$ cat src/rtl/tile_deal_controller.sv
// ----------------------------------------------------------------------------
// tile_deal_controller : builds, shuffles and streams a paired tile board
// Revision 1.0
// ----------------------------------------------------------------------------
`default_nettype none

module tile_deal_controller #(
  parameter int          NUM_TILES = 10,
  parameter int          CODE_W    = 11,
  parameter logic [15:0] LFSR_SEED = 16'hACE1
) (
  input  logic              CLOCK_50,
  input  logic              clear,
  input  logic              start,
  input  logic              abort,
  input  logic              seed_load,
  input  logic [15:0]       seed,
  output logic              busy,
  output logic              done,
  output logic              tile_we,
  output logic [3:0]        tile_addr,
  output logic [CODE_W-1:0] tile_code,
  output logic [7:0]        deal_count
);

  localparam logic [3:0] LAST = 4'(NUM_TILES - 1);

  typedef enum logic [2:0] {
    IDLE    = 3'd0,
    INIT    = 3'd1,
    SHUFFLE = 3'd2,
    EMIT    = 3'd3,
    DONE    = 3'd4
  } state_t;

  state_t      state, state_nx;
  logic [3:0]  idx, idx_nx;
  logic [15:0] lfsr, lfsr_step;
  logic [3:0]  colour [NUM_TILES];
  logic [3:0]  cand;
  logic        accept;
  logic        abort_ok;

  // Galois form of x^16+x^14+x^13+x^11; never reaches zero from a non-zero state
  assign lfsr_step = {1'b0, lfsr[15:1]} ^ (lfsr[0] ? 16'hB400 : 16'h0000);
  assign cand      = lfsr[3:0];
  assign accept    = (cand <= idx);
  assign abort_ok  = abort && (state == INIT || state == SHUFFLE || state == EMIT);
  assign busy      = (state != IDLE);
  assign done      = (state == DONE);

  always_ff @(posedge CLOCK_50 or negedge clear) begin
    if (!clear) begin
      state <= IDLE;
      idx   <= 4'd0;
    end else begin
      state <= state_nx;
      idx   <= idx_nx;
    end
  end

  always_comb begin
    state_nx = state;
    idx_nx   = idx;
    case (state)
      IDLE: begin
        // a seed load in the same cycle takes priority over start
        if (start && !seed_load) begin
          state_nx = INIT;
          idx_nx   = 4'd0;
        end
      end
      INIT: begin
        if (idx == LAST) begin
          state_nx = SHUFFLE;
          idx_nx   = LAST;
        end else begin
          idx_nx = idx + 4'd1;
        end
      end
      SHUFFLE: begin
        if (accept) begin
          if (idx == 4'd1) begin
            state_nx = EMIT;
            idx_nx   = 4'd0;
          end else begin
            idx_nx = idx - 4'd1;
          end
        end
      end
      EMIT: begin
        if (idx == LAST) state_nx = DONE;
        else             idx_nx   = idx + 4'd1;
      end
      DONE:    state_nx = IDLE;
      default: state_nx = IDLE;
    endcase
    if (abort_ok) begin
      state_nx = IDLE;
      idx_nx   = 4'd0;
    end
  end

  always_ff @(posedge CLOCK_50 or negedge clear) begin
    if (!clear) begin
      lfsr       <= LFSR_SEED;
      tile_we    <= 1'b0;
      tile_addr  <= 4'd0;
      tile_code  <= '0;
      deal_count <= 8'd0;
      for (int k = 0; k < NUM_TILES; k++) colour[k] <= 4'd0;
    end else begin
      if (state == IDLE && seed_load) lfsr <= (seed == 16'h0000) ? LFSR_SEED : seed;
      else                            lfsr <= lfsr_step;

      tile_we <= 1'b0;
      if (state == EMIT && !abort) begin
        tile_we   <= 1'b1;
        tile_addr <= idx;
        tile_code <= CODE_W'({idx[3:2], idx[1:0], 2'b00, colour[idx], 1'b0});
      end

      if (state == INIT && !abort) colour[idx] <= 4'((idx >> 1) + 4'd1);

      if (state == SHUFFLE && !abort && accept) begin
        colour[idx]  <= colour[cand];
        colour[cand] <= colour[idx];
      end

      if (state == DONE) deal_count <= deal_count + 8'd1;
    end
  end

endmodule

`default_nettype wire
$ cat config.mk
export PLATFORM = sky130hd
export DESIGN_NAME = tile_deal_controller
export DESIGN_NICKNAME = d
export VERILOG_FILES = /design/src/rtl/tile_deal_controller.sv
export SDC_FILE = /design/constraint.sdc
export NUM_CORES = 1
export LEC_CHECK = 0
export CAP_MARGIN = 10
export CORE_ASPECT_RATIO = 1.4
export CORE_MARGIN = 2
export CORE_UTILIZATION = 55
export CTS_BUF_LIST = sky130_fd_sc_hd__clkbuf_4 sky130_fd_sc_hd__clkbuf_8
export CTS_CLUSTER_DIAMETER = 200
export DETAILED_ROUTE_END_ITERATION = 6
export PLACE_DENSITY = 0.79
export SYNTH_ARGS = -nofsm -noshare
export SYNTH_HDL_FRONTEND = slang
export SYNTH_SLANG_ARGS = --single-unit
$ cat constraint.sdc
create_clock -name CLOCK_50 -period 2.2 [get_ports CLOCK_50]
set_clock_uncertainty 0.05 [all_clocks]
set_input_delay 0.22 -clock CLOCK_50 [delete_from_list [all_inputs] [get_ports CLOCK_50]]
set_output_delay 0.22 -clock CLOCK_50 [all_outputs]
set_load 0.01 [all_outputs]
== Word level (Yosys, flattened, before mapping) ==
Cells that the tools add are included.
Operators by class
  $add $sub $neg: 4
  order comparisons: 5
  equal/unequal tests: 12
  muxes and demuxes: 33
  bitwise operators: 3
  reduce and logical (&&, ||, !) cells: 19
Operators by type and width (count)
  $bwmux 40: 3
  $mux 40: 2
  $mux 16: 3
  $mux 4: 12
  $bmux 4 s4: 2
  $demux 4 s4: 2
  $mux 3: 6
  $logic_not 16->1: 1
  $pmux 4 s4: 1
  $xor 15x16->16: 1
  $ne 3x3->1 const B: 4
  $pmux 3 s4: 1
  $ge 5x5->1 const B: 2
  $lt 5x1->1 const B: 2
  $not 4->5: 2
  $logic_and 1x1->1: 9
  $add 8x1->8 const B: 1
  $eq 3x2->1 const B: 2
  $ne 3x2->1 const B: 2
  $reduce_and 5->1: 1
  $reduce_bool 5->1: 1
  $add 3x1->4 const B: 1
  $add 4x1->4 const B: 1
  $eq 4x1->1 const B: 1
  11 further kinds: 13
Storage, ports and cells
  register bits after elaboration: 84
  output and inout bits: 26
  logic and storage cells: 93

== Longest topological paths before layout ==
  word-level depth: 10
  gate-level depth with buffers: 10
  depth with buffers taken out: 7

== Worst setup path after synthesis ==
Ideal clock, no wire load.
  path type: reg2reg
  from: reg idx[2]
  to: reg idx[1]
  data arrival time: 2268 ps
  required time: 2025 ps
  setup slack: -242 ps
  cell stages (with the launch flop): 10
  path buffers: 2
  period minus slack after synthesis: 2442 ps
  cell sequence: dfrtp_1 > buf_4 > buf_2 > inv_1 > ha_1 > a21o_1 > a211oi_2 > or3_1 > and2_1 > mux2_2
On the way
  word-level cells in the longest chain between the ends: 5
  elaborated cells between the ends (all ways): 11
Ends and longest elaborated chain
  from (decl): line 37  | logic [3:0] idx, idx_nx;
  from (signal assigned): line 58  | idx <= idx_nx;
  $eq 4x1->1: line 83  | if (idx == 4'd1) begin
  $mux 4: line 83
  $mux 4: line 82  | if (accept) begin
  $pmux 4 s4: line 65  | case (state)
  $mux 4: line 98  | if (abort_ok) begin
Several ways; a longest one is shown, not always the timed one. The select of a mux whose other input is x is not followed.
A chain may end at the register's enable or synchronous reset.

== Worst setup path after layout ==
  from: reg idx[1]
  to: reg colour[20] (netlist name)
On the way
  word-level cells in the longest chain between the ends: 10
  elaborated cells between the ends (all ways): 17
Ends and longest elaborated chain
  $not 4->5 (not written as such): line 123, 126, 127
  $ge 5x5->1 (not written as such) / $lt 5x1->1 (equally long branches): line 123, 126
  $logic_and 1x1->1 (not written as such): line 123, 126
  $mux 4 (not written as such): line 123, 126
  $demux 4 s4: line 123, 126
  $bwmux 40: line 123  | if (state == INIT && !abort) colour[idx] <= 4'((idx >> 1) + 4'd1);
  $mux 40: line 123
  $bwmux 40: line 126  | colour[idx] <= colour[cand];
  $bwmux 40: line 127  | colour[cand] <= colour[idx];
  $mux 40 (*): line 125  | if (state == SHUFFLE && !abort && accept) begin
  to (signal, indexed assignment): line 123
  to (signal, indexed assignment): line 126
  to (signal, indexed assignment): line 127
  to (decl): line 39  | logic [3:0] colour [NUM_TILES];
Mark *: on every way between the ends. The rest lies on a longest branch, timed or not. The select of a mux whose other input is x is not followed.

==> metrics <==
unrepaired setup endpoints after global routing=yes; Worst Setup SP=idx[1]$_DFFE_PN0P_; crit-path most repeated cell=buf_4; Least-Margin Pin Slew=0.846 ns; max_slew headroom=43.6%; CP Launch Type=flop; area of the die=11800 um2; Hold WC Path Type=input pin to flop; vias after detailed routing=5852; DRT iter0 DRCs=657; post-synthesis register bit count=80; gpl congestion=0.950; Die H=128 um; Yosys top cell area share=29.9%; I/O Buffers=43; Setup violations, final=5; antenna violations before repair=0; routed len/inst=23.6 um; Mapped Avg Cell Area=9.77 um2; total CTS buffers=9; worst path cell trace=clkinvlp_4 -> ha_4 -> and4b_1 -> a211oi_2 -> buf_4 -> buf_4 -> o21ba_4 -> a211oi_1 -> a21oi_1; post-synthesis sequential area ratio=33.4%; number of synthesized flops with an enable pin=0; RR Startpoint=idx[1]$_DFFE_PN0P_; crit path DAT=2.44 ns; most area-hungry cell type in the Yosys netlist=dfrtp_1; top_reg_cell synth=dfrtp_1; chip width=92.5 um; failing checks=setup timing; Pleak=3.41 nW; Row Count=45; Critical Path Fanout Max=10; setup_tns=-0.0984 ns; CTS Buffer Depth=2; ant diodes=0; top area cells in the synthesized netlist=dfrtp_1 (30%), mux2_2 (6.5%), mux2i_1 (4.6%); H-tree depth=3; status=complete, but fails checks; final worst slack=-0.0471 ns; worst stage delay on the critical path=0.42 ns; DR pass1 iterations=6; fin util=71.3%; Async SR Flop Fraction=100%; fmax=445 MHz; Via density=6.86; TritonCTS clock tree=yes; vias in the first global route=5631; Crit Path Class=flop to flop; Global Route Usage Sum=31.5%; Synth top cells by count=dfrtp_1 (72), a21oi_1 (55), o21ai_0 (38); worst ir drop on vdd=0.000602 V; Worst EP required=2.39 ns; synth unique cells=69; register area=2020 um2; max cap viols=0; Final nets=741; layout cells sized above 1=33.6%; grt total ovfl=0; fin crit share=102%; DP HPWL=13000 um; most common cell in the netlist=dfrtp_1; minimum clock period=2.25 ns; Routed WL=20100 um; Initial Util=56.1%; Mapped Area=6030 um2; clock sinks=80; yosys warns=0; Hold Startpoint=seed[15]; Area growth syn-to-layout=27.3%; Synth Instances=617; Clk Latency, worst-skew pair=0.37 ns; first-pass GRT wire length=29200 um; Routed Antenna Nets=0; area of the multi-input gates=3940 um2; Worst path slowest cell=dfrtp_2; Worst Setup End Kind=flop; Final Hold Viols=0; # DRC=0; Clock Tree Root=clkbuf_8; Clk pin slew, worst setup/hold paths=0.09 ns; largest net degree at the start of global routing=65; max-slew violations=0; Fillers=749; core area=10800 um2; pwr dens=974 nW/um2; I/O pin count=47
-- timing repair --
action / 4_1_cts / 5_1_grt
hold buffers: 1 / 0
setup buffers: 0 / 15
resized for setup: 4 / 50
hold endpoints to repair: 54 / 0
endpoints found under the setup margin: 7 / 44
cloned: 0 / 7
pin swaps: 0 / 3
-- cells in the final DEF (no fill, tap or decap), types with 7 or more instances in the layout --
cell | netlist | layout
dfstp_2 | 8 | 8
nor3_1 | 7 | 7
o31ai_4 | 3 | 8
buf_12 | 0 | 8
o21ai_0 | 38 | 38
clkdlybuf4s50_1 | 0 | 42
ha_1 | 13 | 9
nand3_1 | 14 | 11
dfrtp_1 | 72 | 66
and2_1 | 11 | 10
mux2_2 | 35 | 35
a2bb2oi_1 | 30 | 30
o22a_1 | 11 | 11
a22oi_1 | 20 | 20
nand2_1 | 29 | 29
nand2b_1 | 9 | 9
mux2i_1 | 28 | 28
a21oi_2 | 0 | 17
buf_4 | 19 | 69
nor2_1 | 31 | 31
clkbuf_8 | 0 | 9
a211oi_2 | 2 | 12
o22ai_1 | 8 | 8
a211oi_1 | 21 | 11
a21oi_1 | 55 | 37
-- per-stage QoR --
step	total power [W]	setup slack, ns	hold slack, ns	cell area [um2]	cells
2_1_floorplan	0.00458	-0.0206	-0.126	6130	619
3_3_place_gp	0.00564	-0.0117	0.313	6950	814
3_5_place_dp	0.00575	-0.0680	0.327	6950	814
4_1_cts	0.00704	0.000479	0.380	7210	831
5_1_grt	0.00777	-0.113	0.407	7670	853
6_report	0.00747	-0.0471	0.374	7670	853
-- worst max-delay path: cells and delay by family, from the launching register on --
family          cells  cell delay (ns)
fa+ha+maj           1             0.30
flops               1             0.42
buf+inv             3             0.45
simple gates        1             0.20
compound gates      4             0.69
-- worst paths after layout --
check	end	slack, ns	depth (start not counted)
max reg2reg	colour[20]$_DFF_PN0_	-0.05	9
max in group asynchronous	colour[0]$_DFF_PN0_	0.93	3
min in group asynchronous	tile_addr[1]$_DFFE_PN0P_	0.44	2
min	lfsr[15]$_DFF_PN1_	0.37	2
max	colour[20]$_DFF_PN0_	-0.05	9
min reg2reg	deal_count[7]$_DFFE_PN0P_	0.43	1
-- kinds of logic (layout without fill, tap and decap cells) --
logic type / after synthesis / after routing / synth area share, %
muxes: 67 / 67 / 12.7
AOI/OAI and AO/OA: 224 / 224 / 26.5
other: 1 / 3 / 0.0622
xor gates and xnor gates: 12 / 12 / 1.74
DFF: 80 / 80 / 33.4
and+or+nand+nor: 159 / 159 / 16.9
adders and majority gates: 13 / 13 / 2.70
buffers and inverters: 61 / 154 / 5.94
-- state kept, by name, indices dropped and copies added, names as in the netlist --
| signal | cells |
|---|---|
| idx | 4 |
| lfsr | 16 |
| colour | 40 |
| tile_addr | 4 |
| tile_we | 1 |
| deal_count | 8 |
| tile_code | 4 |
| state | 3 |
-- where the power goes --
group | total, W | leakage [nW] | internal (W) | switching, W
sequential | 0.00203 | 1.04 | 0.00177 | 0.000252
combinational | 0.00418 | 2.26 | 0.00190 | 0.00228
clock | 0.00126 | 0.110 | 0.000658 | 0.000605
total | 0.00747 | 3.41 | 0.00433 | 0.00314
-- cell type report --
cell class / count / share of cell area, %
clock buffer: 10 / 1.71
sequential: 80 / 26.3
multi-input combinational: 478 / 51.4
clock inverter: 6 / 1.22
timing repair buffer: 129 / 16.5
tap: 141 / 2.30
inverter: 9 / 0.554
-- metal layers --
metal / global-route usage, % / wire length, um
met1: 36.3 / 7110
met2: 54.8 / 10100
met3: 4.41 / 1450
met4: 19.2 / 1510
met5: 0 / 0
No activity file was read; power rests on OpenSTA's default activity.
